## src/rtl/dff_response_monitor_if.sv

```systemverilog
// Signal bundle between a D flip-flop under observation and its response monitor.
// The master side drives D/Q/Qbar/CLR; the slave side (the monitor) returns status.
interface dff_response_monitor_if #(
  parameter int CNT_W = 16
);
  logic             D;
  logic             Q;
  logic             Qbar;
  logic             CLR;
  logic             err;
  logic             forced;
  logic             fail;
  logic [CNT_W-1:0] err_cnt;
  logic [CNT_W-1:0] comp_cnt;
  logic [CNT_W-1:0] first_err_cyc;
  logic [CNT_W-1:0] cyc_cnt;

  modport master (
    output D, Q, Qbar, CLR,
    input  err, forced, fail, err_cnt, comp_cnt, first_err_cyc, cyc_cnt
  );

  modport slave (
    input  D, Q, Qbar, CLR,
    output err, forced, fail, err_cnt, comp_cnt, first_err_cyc, cyc_cnt
  );
endinterface

```

## src/rtl/dff_response_monitor.sv

```systemverilog
// Response-side checker for an edge-triggered D flip-flop: reference model of Q,
// mismatch/complement counters and a run-length FSM that flags forced/stuck outputs.
module dff_response_monitor #(
  parameter int CNT_W  = 16,
  parameter int RUN_TH = 3
) (
  input logic                  CLK,
  input logic                  RESET,
  dff_response_monitor_if.slave mon
);
  localparam int RUN_W = $clog2(RUN_TH + 1);
  localparam logic [RUN_W-1:0] RUN_MAX = RUN_W'(RUN_TH);

  typedef enum logic [1:0] {IDLE, ARMED, MISMATCH, FORCED} state_t;

  state_t           state_reg;
  logic             exp_reg;
  logic             vld_reg;
  logic [RUN_W-1:0] run_reg;
  logic             first_seen_reg;
  logic             err_reg;
  logic             forced_reg;
  logic             fail_reg;
  logic [CNT_W-1:0] err_cnt_reg;
  logic [CNT_W-1:0] comp_cnt_reg;
  logic [CNT_W-1:0] first_err_cyc_reg;
  logic [CNT_W-1:0] cyc_cnt_reg;

  logic             mismatch;
  logic             comp_err;
  logic [RUN_W-1:0] run_inc;
  logic [CNT_W-1:0] cyc_cnt_next;

  // Q seen before the edge is compared with the D captured one edge earlier.
  assign mismatch     = vld_reg && (mon.Q != exp_reg);
  assign comp_err     = vld_reg && (mon.Qbar == mon.Q);
  assign run_inc      = (run_reg == RUN_MAX) ? RUN_MAX : run_reg + 1'b1;
  assign cyc_cnt_next = cyc_cnt_reg + 1'b1;

  always_ff @(posedge CLK or posedge RESET) begin
    if (RESET) begin
      state_reg         <= IDLE;
      exp_reg           <= 1'b0;
      vld_reg           <= 1'b0;
      run_reg           <= '0;
      first_seen_reg    <= 1'b0;
      err_reg           <= 1'b0;
      forced_reg        <= 1'b0;
      fail_reg          <= 1'b0;
      err_cnt_reg       <= '0;
      comp_cnt_reg      <= '0;
      first_err_cyc_reg <= '0;
      cyc_cnt_reg       <= '0;
    end else begin
      exp_reg     <= mon.D;
      vld_reg     <= 1'b1;
      cyc_cnt_reg <= cyc_cnt_next;

      case (state_reg)
        IDLE: begin
          state_reg  <= ARMED;
          forced_reg <= 1'b0;
        end
        default: begin
          if (mon.CLR) begin
            state_reg  <= ARMED;
            forced_reg <= 1'b0;
          end else if (mismatch) begin
            state_reg  <= (run_inc == RUN_MAX) ? FORCED : MISMATCH;
            forced_reg <= (run_inc == RUN_MAX);
          end else begin
            state_reg  <= ARMED;
            forced_reg <= 1'b0;
          end
        end
      endcase

      // CLR takes priority over any sample on the same edge.
      if (mon.CLR) begin
        run_reg           <= '0;
        err_reg           <= 1'b0;
        fail_reg          <= 1'b0;
        err_cnt_reg       <= '0;
        comp_cnt_reg      <= '0;
        first_err_cyc_reg <= '0;
        first_seen_reg    <= 1'b0;
      end else begin
        run_reg <= mismatch ? run_inc : '0;
        err_reg <= mismatch;
        if (mismatch && (err_cnt_reg != '1))
          err_cnt_reg <= err_cnt_reg + 1'b1;
        if (comp_err && (comp_cnt_reg != '1))
          comp_cnt_reg <= comp_cnt_reg + 1'b1;
        if (mismatch && !first_seen_reg) begin
          first_err_cyc_reg <= cyc_cnt_next;
          first_seen_reg    <= 1'b1;
        end
        if (mismatch || comp_err)
          fail_reg <= 1'b1;
      end
    end
  end

  assign mon.err           = err_reg;
  assign mon.forced        = forced_reg;
  assign mon.fail          = fail_reg;
  assign mon.err_cnt       = err_cnt_reg;
  assign mon.comp_cnt      = comp_cnt_reg;
  assign mon.first_err_cyc = first_err_cyc_reg;
  assign mon.cyc_cnt       = cyc_cnt_reg;
endmodule

```

## src/flat_wrapper.sv

```systemverilog
// flat-port wrapper written by rule: the top's interface ports become plain ports
module dff_response_monitor_flat 
#(
  parameter int CNT_W  = 16,
  parameter int RUN_TH = 3
)
  (CLK, RESET, mon_D, mon_Q, mon_Qbar, mon_CLR, mon_err, mon_forced, mon_fail, mon_err_cnt, mon_comp_cnt, mon_first_err_cyc, mon_cyc_cnt);
  dff_response_monitor_if #(.CNT_W(CNT_W)) mon_i ();
  input logic CLK;
  input logic RESET;
  input wire logic [$bits(mon_i.D)-1:0] mon_D;
  input wire logic [$bits(mon_i.Q)-1:0] mon_Q;
  input wire logic [$bits(mon_i.Qbar)-1:0] mon_Qbar;
  input wire logic [$bits(mon_i.CLR)-1:0] mon_CLR;
  output wire logic [$bits(mon_i.err)-1:0] mon_err;
  output wire logic [$bits(mon_i.forced)-1:0] mon_forced;
  output wire logic [$bits(mon_i.fail)-1:0] mon_fail;
  output wire logic [$bits(mon_i.err_cnt)-1:0] mon_err_cnt;
  output wire logic [$bits(mon_i.comp_cnt)-1:0] mon_comp_cnt;
  output wire logic [$bits(mon_i.first_err_cyc)-1:0] mon_first_err_cyc;
  output wire logic [$bits(mon_i.cyc_cnt)-1:0] mon_cyc_cnt;
  assign mon_i.D = mon_D;
  assign mon_i.Q = mon_Q;
  assign mon_i.Qbar = mon_Qbar;
  assign mon_i.CLR = mon_CLR;
  assign mon_err = mon_i.err;
  assign mon_forced = mon_i.forced;
  assign mon_fail = mon_i.fail;
  assign mon_err_cnt = mon_i.err_cnt;
  assign mon_comp_cnt = mon_i.comp_cnt;
  assign mon_first_err_cyc = mon_i.first_err_cyc;
  assign mon_cyc_cnt = mon_i.cyc_cnt;
  dff_response_monitor #(.CNT_W(CNT_W), .RUN_TH(RUN_TH)) u_core (.CLK(CLK), .RESET(RESET), .mon(mon_i));
endmodule
```

## config.mk

```make
export PLATFORM = sky130hd
export DESIGN_NAME = dff_response_monitor_flat
export DESIGN_NICKNAME = d
export VERILOG_FILES = /design/src/rtl/dff_response_monitor_if.sv /design/src/rtl/dff_response_monitor.sv /design/src/flat_wrapper.sv
export SDC_FILE = /design/constraint.sdc
export NUM_CORES = 1
export LEC_CHECK = 0
export ABC_AREA = 0
export CAP_MARGIN = 20
export CELL_PAD_IN_SITES_DETAIL_PLACEMENT = 1
export CELL_PAD_IN_SITES_GLOBAL_PLACEMENT = 2
export CORE_MARGIN = 2
export CORE_UTILIZATION = 35
export DETAILED_ROUTE_END_ITERATION = 10
export GPL_TIMING_DRIVEN = 0
export PLACE_DENSITY_LB_ADDON = 0.1
export SYNTH_ARGS = -nofsm -noshare
export SYNTH_HDL_FRONTEND = slang
export SYNTH_SLANG_ARGS = --single-unit
```

## constraint.sdc

```tcl
create_clock -name CLK -period 3.25 [get_ports CLK]
set_clock_uncertainty 0.05 [all_clocks]
set_input_delay 0.325 -clock CLK [delete_from_list [all_inputs] [get_ports CLK]]
set_output_delay 0.325 -clock CLK [all_outputs]
set_load 0.02 [all_outputs]
```

# ---- Yosys cells after proc, flatten, opt, wreduce, memory -nomap -nowiden
# Index checks and enable logic that the tools add are counted.
dict set report totals {
  latchBits 0
  output_inout_bits 67
  mem_bits_rw 0
  memories 0
  rom_bits 0
  word_cells 55
  ff_bits 74
  in_bits 6
}
dict set report op_classes {
  shift 0
  n_reduce_logical 12
  n_addsub 4
  n_mul 0
  magnitude_cmp 0
  n_mux 21
  eq_ne 6
  bitwise 0
  div 0
}
# operator n
set op_table {}
lappend op_table {{$mux W16} 6}
lappend op_table {{$add A16 B1 Y16 const B} 3}
lappend op_table {{$ne A16 B16 Y1 const B} 2}
lappend op_table {{$mux W2} 6}
lappend op_table {{$mux W1} 9}
lappend op_table {{$reduce_bool A2 Y1} 4}
lappend op_table {{$logic_and A1 B1 Y1} 5}
lappend op_table {{$eq A2 B2 Y1 const B} 2}
lappend op_table {{$add A2 B1 Y2 const B} 1}
lappend op_table {{$logic_not A2 Y1} 1}
lappend op_table {{$eq A1 B1 Y1} 1}
lappend op_table {{$logic_not A1 Y1} 1}
lappend op_table {{$logic_or A1 B1 Y1} 1}
lappend op_table {{$ne A1 B1 Y1} 1}

# ---- Depth between registers and ports, before layout
# Gate-level depths: netlist (run 1).
dict set report depth {
  depth_word 7
  depth_mapped 6
}

# ---- Worst setup path before layout (run 1)
# No wires, ideal clock.
dict set report synth_path {
  kind {reg2reg}
  from {register u_core.comp_cnt_reg[2] (netlist: u_core.mon.comp_cnt[2])}
  to {register u_core.comp_cnt_reg[9] (netlist: u_core.mon.comp_cnt[9])}
  stages_incl_launch_ff 6
  t_arrival_ps 1976
  slack_ps 1147
  setup_ps 77
  synth_period_minus_slack_ps 2103
  path_buffers 1
  cell_sequence {dfrtp_1 nand4_2 or4b_1 buf_2 or4_1 a21oi_1}
}
dict set report synth_between {
  elab_chain_cells 3
  elab_cells_between_ends 6
  classes_between {add/sub (1); eq/ne (1); mux (2); reduce/logical (2)}
}
# item line
set synth_lines {}
lappend synth_lines {{from (decl)} dff_response_monitor.sv:25} ;# logic [CNT_W-1:0] comp_cnt_reg;
lappend synth_lines {{from (signal assigned)} dff_response_monitor.sv:93} ;# comp_cnt_reg <= comp_cnt_reg + 1'b1;
lappend synth_lines {{$add A16 B1 Y16 / $ne A16 B16 Y1 (equally long branches)} {dff_response_monitor.sv:93, dff_response_monitor.sv:92}}
lappend synth_lines {{$mux W16 / $logic_and A1 B1 Y1 (equally long branches)} dff_response_monitor.sv:92} ;# if (comp_err && (comp_cnt_reg != '1))
lappend synth_lines {{$mux W16 / $reduce_bool A2 Y1 (equally long branches)} --}
# Parallel ways exist; a longest one is shown, timed or not. The select of a mux whose other input is x is not followed.
# A chain may end at the register's enable or synchronous reset.

# ---- Worst setup path in the final report (run 1)
dict set report layout_path {
  from {input port mon_Q}
  to {register u_core.first_err_cyc_reg[3] (netlist: u_core.mon.first_err_cyc[3])}
}
dict set report layout_between {
  elab_chain_cells 4
}
# item line
set layout_lines {}
lappend layout_lines {{from (decl)} flat_wrapper.sv:12} ;# input wire logic [$bits(mon_i.Q)-1:0] mon_Q;
lappend layout_lines {{$ne A1 B1 Y1} dff_response_monitor.sv:35} ;# assign mismatch = vld_reg && (mon.Q != exp_reg);
lappend layout_lines {{$logic_and A1 B1 Y1} dff_response_monitor.sv:35}
lappend layout_lines {{$logic_and A1 B1 Y1} dff_response_monitor.sv:94} ;# if (mismatch && !first_seen_reg) begin
lappend layout_lines {{$reduce_bool A2 Y1 (no line)} --}
lappend layout_lines {{to (signal assigned)} dff_response_monitor.sv:95} ;# first_err_cyc_reg <= cyc_cnt_next;
lappend layout_lines {{to (decl)} dff_response_monitor.sv:26} ;# logic [CNT_W-1:0] first_err_cyc_reg;
# No other way between the ends.

==> metrics.md, run 1 <==
| Metric | Value |
|---|---|
| Status | complete, no violations |
| Largest net degree at the start of global routing | 48 |
| Crit-path max FO | 10 |
| Fillers | 1,075 |
| Post-synth EDFFs | 0 |
| Post-CTS setup buffer count | 0 |
| Post-Synth XOR/XNOR Area | 0.0405 |
| Slew HR | 0.395 |
| F_max | 0.395 GHz |
| Final WS setup | around 0.72 ns |
| Worst Tran Pin Value | 0.900 ns |
| CTS tree | built |
| DRC | 0 |
| # IOs | 73 |
| Final HPWL DP | 6700 microns |
| Fin. Hold Viols | 0 |
| Cell Chain, Critical Path | clkdlybuf4s50_1 > xor2_1 > nand2_1 > nor2_1 > clkbuf_1 > a32o_1 |
| CP max-delay cell | nor2_1 |
| DP Worst Slack | between 0.3 and 0.4 ns |
| Clock transition at path regs | roughly 0.090 ns |
| Synth Net Count | 333 |
| Hold_buf cts | 0 |
| Die Ht | just over 100 microns |
| Mapped Avg Cell Area | about 11 sq um |
| Cell count after synthesis | ~320 |
| Finish-stage setup viols | 0 |
| Nets | 418 |
| Number of global-route vias before repair | 3,060 |
| Post-route minimum period | 2.53 ns |
| Clock Latency Late Sink | 0.35 ns |
| Seq/Total Area, Yosys | 0.535 |
| DR pass1 iterations | 4 |
| Root Driver | clkbuf_8 |
| Core area | roughly 9700 sq um |
| Synth Flop Type | dfrtp_1 |
| GR Overflow Total | 0 |
| Rows | 36 |
| Worst VDD drop | 219 uV |
| Post-Synth Simple-Gate Area | 0.210 |
| Antenna-violating nets left | 0 |
| Leak | 1.82 nW |
| Element type at the critical path end | flop |
| Max Root-Sink Buffers | 2 |
| Synth top area cells | dfrtp_1 (54%), a32o_1 (4.6%), nand2_1 (2.9%) |
| Avg WL per Cell | 17.4 microns |
| Cell with the most instances after synthesis | dfrtp_1 |
| # diodes | 0 |
| Worst hold path type | input port to async pin |
| Sum Neg Setup Slack | 0 ns |
| Port buffer count | 72 |
| WL final | 9500 microns |
| Post-CTS resize count | 0 |
| Multiplexer share of the synthesized area | 0.0155 |
| Largest family of logic cells by synthesized area | simple AND/OR/NAND/NOR gates |
| Largest stage delay, worst path | 0.58 ns |
| Compound-Gate Fraction of Synth Area | 0.159 |
| Initial drt markers | 79 |
| GP Congestion | 0.750 |
| Routed vias/inst | 5.48 |
| Worst Path Arrival | 2.76 ns |
| Initial Util | 0.357 |
| Async SR Flop Fraction | 1.00 |
| Worst Path Required | 3.48 ns |
| Commonest cells in the netlist | dfrtp_1 (74), nand2_1 (27), a21oi_1 (20) |
| Total GRT Usage | 0.192 |
| CTS Buf Count | 9 |
| Slew Limit Fails | 0 |
| Largest area contributor in the netlist | dfrtp_1 |
| Unrepaired setup endpoints after global routing | no |
| PwrDens | 397 nW/um^2 |
| Crit Path Class | input port to flop |
| Layout cell share with drive strength beyond 1 | 0.0773 |
| Max-Cap Viols | 0 |
| Initial antenna violation count | 0 |
| Vias | 3,000 |
| Synth-to-Final Area Change | 32.5% |
| Adder-cell share of the synthesized area | 0.0108 |
| First-pass GRT wire length | 15,800 microns |
| Tcrit/Tclk final | 0.779 |
| Cell area after synthesis | between 3000 and 4000 sq um |
| Die width | 103 microns |
| Sink Count | 74 |
| Synth Register Bits | 74 |
| Cell variety after synth | 45 |
| Yosys top cell area share | 0.535 |
| Critical Path Source Type | input port |
| Max H-tree Level | 3 |
| Yosys warnings | 0 |
| DIE AREA | ~11,000 sq um |
per-layer routing:
layer	GRT usage	wire length (microns)	share of wire	up-vias
met5	0	0	0	-
met4	0.0506	99	0.010	0
met3	0.0484	355	0.037	7
met2	0.306	4530	0.48	61
met1	0.262	4520	0.48	1517
li1	-	-	-	1415
power breakdown:
part           switching (mW)  total, mW  internal (mW)
combinational          0.0830      0.128         0.0449
sequential             0.0108      0.944          0.933
clock                   0.369      0.749          0.380
total                   0.463       1.82           1.36
final cells by class:
| type | count | area [sq um] | share of cell area |
|---|---|---|---|
| flip-flops and latches | 74 | 1850 | 0.404 |
| multi-input cells | 229 | 1510 | 0.330 |
| repair buffers | 74 | 753 | 0.164 |
| well taps | 133 | 166 | 0.0363 |
| clock buffers | 11 | 141 | 0.0308 |
| plain buffers | 12 | 63.8 | 0.0139 |
| clock inverters | 5 | 62.6 | 0.0136 |
| inverters | 9 | 36.3 | 0.00791 |
cells by family (layout without fill, tap and decap cells):
family	count (synthesis)	after routing
xor gates and xnor gates	16	16
AOI/OAI and AO/OA	74	74
muxes	5	5
DFF	74	74
and+or+nand+nor	130	130
buffers and inverters	21	111
other	1	1
adders and majority gates	3	3
worst max-delay path: cells and delay by family:
| family | cells | cell delay [ns] |
|---|---|---|
| AO/OA/AOI/OAI | 1 | 0.25 |
| XOR/XNOR | 1 | 0.42 |
| buffers and inverters | 2 | 0.98 |
| AND/OR/NAND/NOR | 2 | 0.77 |
path summary, 6_finish.rpt:
path / from / end / slack, ns / cells past startpoint
min: RESET / u_core.mon.first_err_cyc[15]$_DFFE_PP0P_ / 0.25 / 2
min reg2reg: u_core.run_reg[0]$_DFF_PP0_ / u_core.run_reg[1]$_DFF_PP0_ / 0.44 / 1
max: mon_Q / u_core.mon.first_err_cyc[3]$_DFFE_PP0P_ / 0.72 / 6
max reg2reg: u_core.exp_reg$_DFF_PP0_ / u_core.mon.first_err_cyc[3]$_DFFE_PP0P_ / 0.85 / 5
max in group asynchronous: RESET / u_core.mon.comp_cnt[10]$_DFFE_PP0P_ / 2.33 / 3
min in group CLK: mon_D / u_core.exp_reg$_DFF_PP0_ / 0.37 / 1
cells in the final DEF (no fill, tap or decap), types with 11 or more instances in the layout:
cell type and instances:
xor2_1 11, nor3_1 12, or4_1 12, nand4_1 11, clkdlybuf4s50_1 72, dfrtp_1 74
nand3_1 14, nand2_1 27, o31ai_1 13, a21oi_1 20, nor2_1 15, a32o_1 16
per-stage QoR:
| step | instance area [sq um] | total power [mW] | utilization | std cells | hold slack, ns |
|---|---|---|---|---|---|
| 2_1_floorplan | 3460 | 1.03 | - | 324 | 0.306 |
| 3_3_place_gp | 4350 | 1.09 | 0.449 | 529 | 0.421 |
| 3_5_place_dp | 4380 | 1.09 | 0.452 | 530 | 0.421 |
| 4_1_cts | 4580 | 1.85 | 0.473 | 546 | 0.268 |
| 5_1_grt | 4590 | 1.89 | 0.474 | 547 | 0.286 |
| 6_report | 4590 | 1.82 | 0.474 | 547 | 0.255 |
No activity file was read; power rests on OpenSTA's default activity.
==> run 2: changes to the inputs <==
Settings changed: CORE_UTILIZATION 35 to 29.
Clock period 3.25 ns to 2.2 ns, I/O delays scaled along.
==> run 2 against run 1 <==
The run now ends with design-rule violations left; flip-flop and latch count did not move; first-iteration DRC count rose by 39%; die area rose by 20%; routed wire length grew 7.9%; global-route usage decreased by 2.1 points; core utilization is 5.3 points lower; sequential power grew 48%; final cell count up 2.7%; power rose by 78%; critical endpoint is now u_core.mon.comp_cnt[9]$_DFFE_PP0P_; largest cell class unchanged; largest power group is now clock.
==> metrics.md, run 2 (synthesis results as in run 1) <==
| Metric | Value |
|---|---|
| Total GRT Usage | 0.171 (was 0.192) |
| Max H-tree Level | 3 (unchanged) |
| Rows | 39 (was 36) |
| Root Driver | clkbuf_16 (was clkbuf_8) |
| Commonest cells after routing, fill and taps aside | clkdlybuf4s50_1 (71), dfrtp_1 (68), nand2_1 (27) (was dfrtp_1 (74), clkdlybuf4s50_1 (72), nand2_1 (27)) |
| WL met2 | 4880 microns (was 4530 microns) |
| PwrDens | 667 nW/um^2 (was 397 nW/um^2) |
| Crit-path max FO | 8 (was 10) |
| Die Ht | 113 microns (was 103 microns) |
| Port buffer count | 72 (unchanged) |
| Register cell area after layout | 1860 sq um (was 1850 sq um) |
| Layout Utilization | 0.421 (was 0.474) |
| WP buf/inv | 1 (was 2) |
| Top delay family on crit path | simple AND/OR/NAND/NOR gates (was buffers and inverters) |
| Max Root-Sink Buffers | 2 (unchanged) |
| Worst Tran Pin Value | 0.715 ns (was 0.900 ns) |
| # diodes | 0 (unchanged) |
| # IOs | 73 (unchanged) |
| Final HPWL DP | 6950 microns (was 6700 microns) |
| Post-route minimum period | 2.07 ns |
| Antenna-violating nets left | 0 (unchanged) |
| First-pass GRT wire length | 17,300 microns (was 15,800 microns) |
| Layout cell share with drive strength beyond 1 | 0.126 (was 0.0773) |
| Routed vias/inst | 5.38 (was 5.48) |
| Avg WL per Cell | 18.3 microns (was 17.4 microns) |
| Die width | 113 microns (was 103 microns) |
| Synth-to-Final Area Change | 40.1% (was 32.5%) |
| CTS tree | built (unchanged) |
| Vias | 3,023 (was 3,000) |
| Hold_buf cts | 0 (unchanged) |
| Clock transition at path regs | 0.07 ns (was 0.09 ns) |
| DRC | 5 (was 0) |
| Nets | 423 (was 418) |
| Fin. Hold Viols | 0 (unchanged) |
| F_max | 0.482 GHz |
| DR WL met3 | 391 microns (was 355 microns) |
| Tot Pwr | 3.23 mW (was 1.82 mW) |
| Clock Latency Late Sink | 0.34 ns (was 0.35 ns) |
| Crit Path Class | flop to flop (was input port to flop) |
| WL final | 10,300 microns (was 9500 microns) |
| Levels on crit path | 5 (was 6) |
| Critical Path Source Type | flop (was input port) |
| Largest stage delay, worst path | 0.53 ns (was 0.58 ns) |
| Largest net degree at the start of global routing | 50 (was 48) |
| Max-Cap Viols | 0 (unchanged) |
| Slew Limit Fails | 0 (unchanged) |
| Sink Count | 74 (unchanged) |
| Tcrit/Tclk final | 0.942 |
| Initial Util | 0.301 (was 0.357) |
| Worst Path Required | 2.42 ns (was 3.48 ns) |
| Unrepaired setup endpoints after global routing | no (unchanged) |
| CTS Buf Count | 9 (unchanged) |
| CP max-delay cell | or4b_1 (was nor2_1) |
| Max layer used | met4 (unchanged) |
| Leak | 1.94 nW (was 1.82 nW) |
| Finish-stage setup viols | 0 (unchanged) |
| Multi-input logic area | 1590 sq um (was 1510 sq um) |
| Most common cell after layout, fill and taps aside | clkdlybuf4s50_1 (was dfrtp_1) |
| Fillers | 1,260 (was 1,075) |
| DR pass1 iterations | 7 (was 4) |
| Status | finished, violations left (was complete, no violations) |
| Cell Chain, Critical Path | nand4_4 > or4b_1 > buf_2 > or4_1 > a21oi_1 (was clkdlybuf4s50_1 > xor2_1 > nand2_1 > nor2_1 > clkbuf_1 > a32o_1) |
| Worst Path Arrival | 2.29 ns (was 2.76 ns) |
| DIE AREA | 12,800 sq um (was 10,700 sq um) |
| Worst hold path type | input port to async pin (unchanged) |
| Routed metal-1 wirelength | 4840 microns (was 4520 microns) |
| Core area | 11,500 sq um (was 9680 sq um) |
| Worst VDD drop | 414 uV (was 219 uV) |
| Slew HR | 0.520 (was 0.395) |
| Initial antenna violation count | 0 (unchanged) |
| Element type at the critical path end | flop (unchanged) |
| Worst reg-to-reg path cell count | 5 (unchanged) |
| GR Overflow Total | 0 (unchanged) |
| GP Congestion | 0.725 (was 0.750) |
| Initial drt markers | 110 (was 79) |
| Failing checks | design-rule violations |
| Number of global-route vias before repair | 3,241 (was 3,060) |
run 2: cell count changes in the layout (fill, tap and decap cells not counted), sizes merged:
cell / previous run / this run
clkdlybuf4s50: 72 / 71
bufinv: 1 / 2
inv: 8 / 9
dlymetal6s2s: 0 / 1
clkbuf: 20 / 19
clkinv: 3 / 4
clkinvlp: 2 / 0
buf: 5 / 10
run 2: path summary, 6_finish.rpt:
| kind | slack (ns) | end | start |
|---|---|---|---|
| max | 0.13 | u_core.mon.comp_cnt[9]$_DFFE_PP0P_ | u_core.mon.comp_cnt[4]$_DFFE_PP0P_ |
| min | 0.17 | u_core.mon.first_err_cyc[14]$_DFFE_PP0P_ | RESET |
| max reg2reg | 0.13 | u_core.mon.comp_cnt[9]$_DFFE_PP0P_ | u_core.mon.comp_cnt[4]$_DFFE_PP0P_ |
| min reg2reg | 0.43 | u_core.run_reg[1]$_DFF_PP0_ | u_core.run_reg[0]$_DFF_PP0_ |
| max in group asynchronous | 1.35 | u_core.mon.comp_cnt[3]$_DFFE_PP0P_ | RESET |
| min in group CLK | 0.28 | u_core.exp_reg$_DFF_PP0_ | mon_D |
run 2: what timing repair did:
| action | 4_1_cts | 5_1_grt |
|---|---|---|
| pin swaps | 0 | 2 |
| buffers inserted | 0 | 5 |
| gates resized for setup | 4 | 15 |
| endpoints found under the setup margin | 15 | 21 |
run 2: power breakdown:
group          total, mW  internal (mW)  switching [mW]  leakage, nW
combinational      0.207         0.0751           0.132        0.779
sequential          1.40           1.38          0.0156        0.993
clock               1.63           1.03           0.602        0.163
total               3.23           2.48           0.749         1.94
run 2: layout make-up:
| cell class | count | area share |
|---|---|---|
| sequential | 74 | 0.384 |
| multi-input combinational | 229 | 0.328 |
| timing repair buffer | 79 | 0.164 |
| clock buffer | 10 | 0.0493 |
| tap | 143 | 0.0369 |
| clock inverter | 6 | 0.0181 |
| buffer | 12 | 0.0134 |
| inverter | 9 | 0.00749 |
run 2: worst register-to-register path: stages (launching register included):
cell and delay [ns]:
dfrtp_1 0.46, nand4_4 0.15, or4b_1 0.53, buf_2 0.19, or4_1 0.48, a21oi_1 0.15
run 2: per-stage QoR:
step	area, sq um	TNS, ns	setup slack, ns	hold slack (ns)	instances
2_1_floorplan	3460	0	0.0484	0.201	324
3_3_place_gp	4360	-117.04	-1.44	0.425	539
3_5_place_dp	4390	-11.36	-0.557	0.428	540
4_1_cts	4740	-0.0115	-0.0107	0.164	556
5_1_grt	4850	0	0.00848	0.193	562
6_report	4850	0	0.127	0.165	562
run 2: metal layers:
layer | GRT usage | vias up
li1 | - | 1432
met1 | 0.222 | 1531
met2 | 0.277 | 52
met3 | 0.0418 | 8
met4 | 0.0683 | 0
met5 | 0 | -
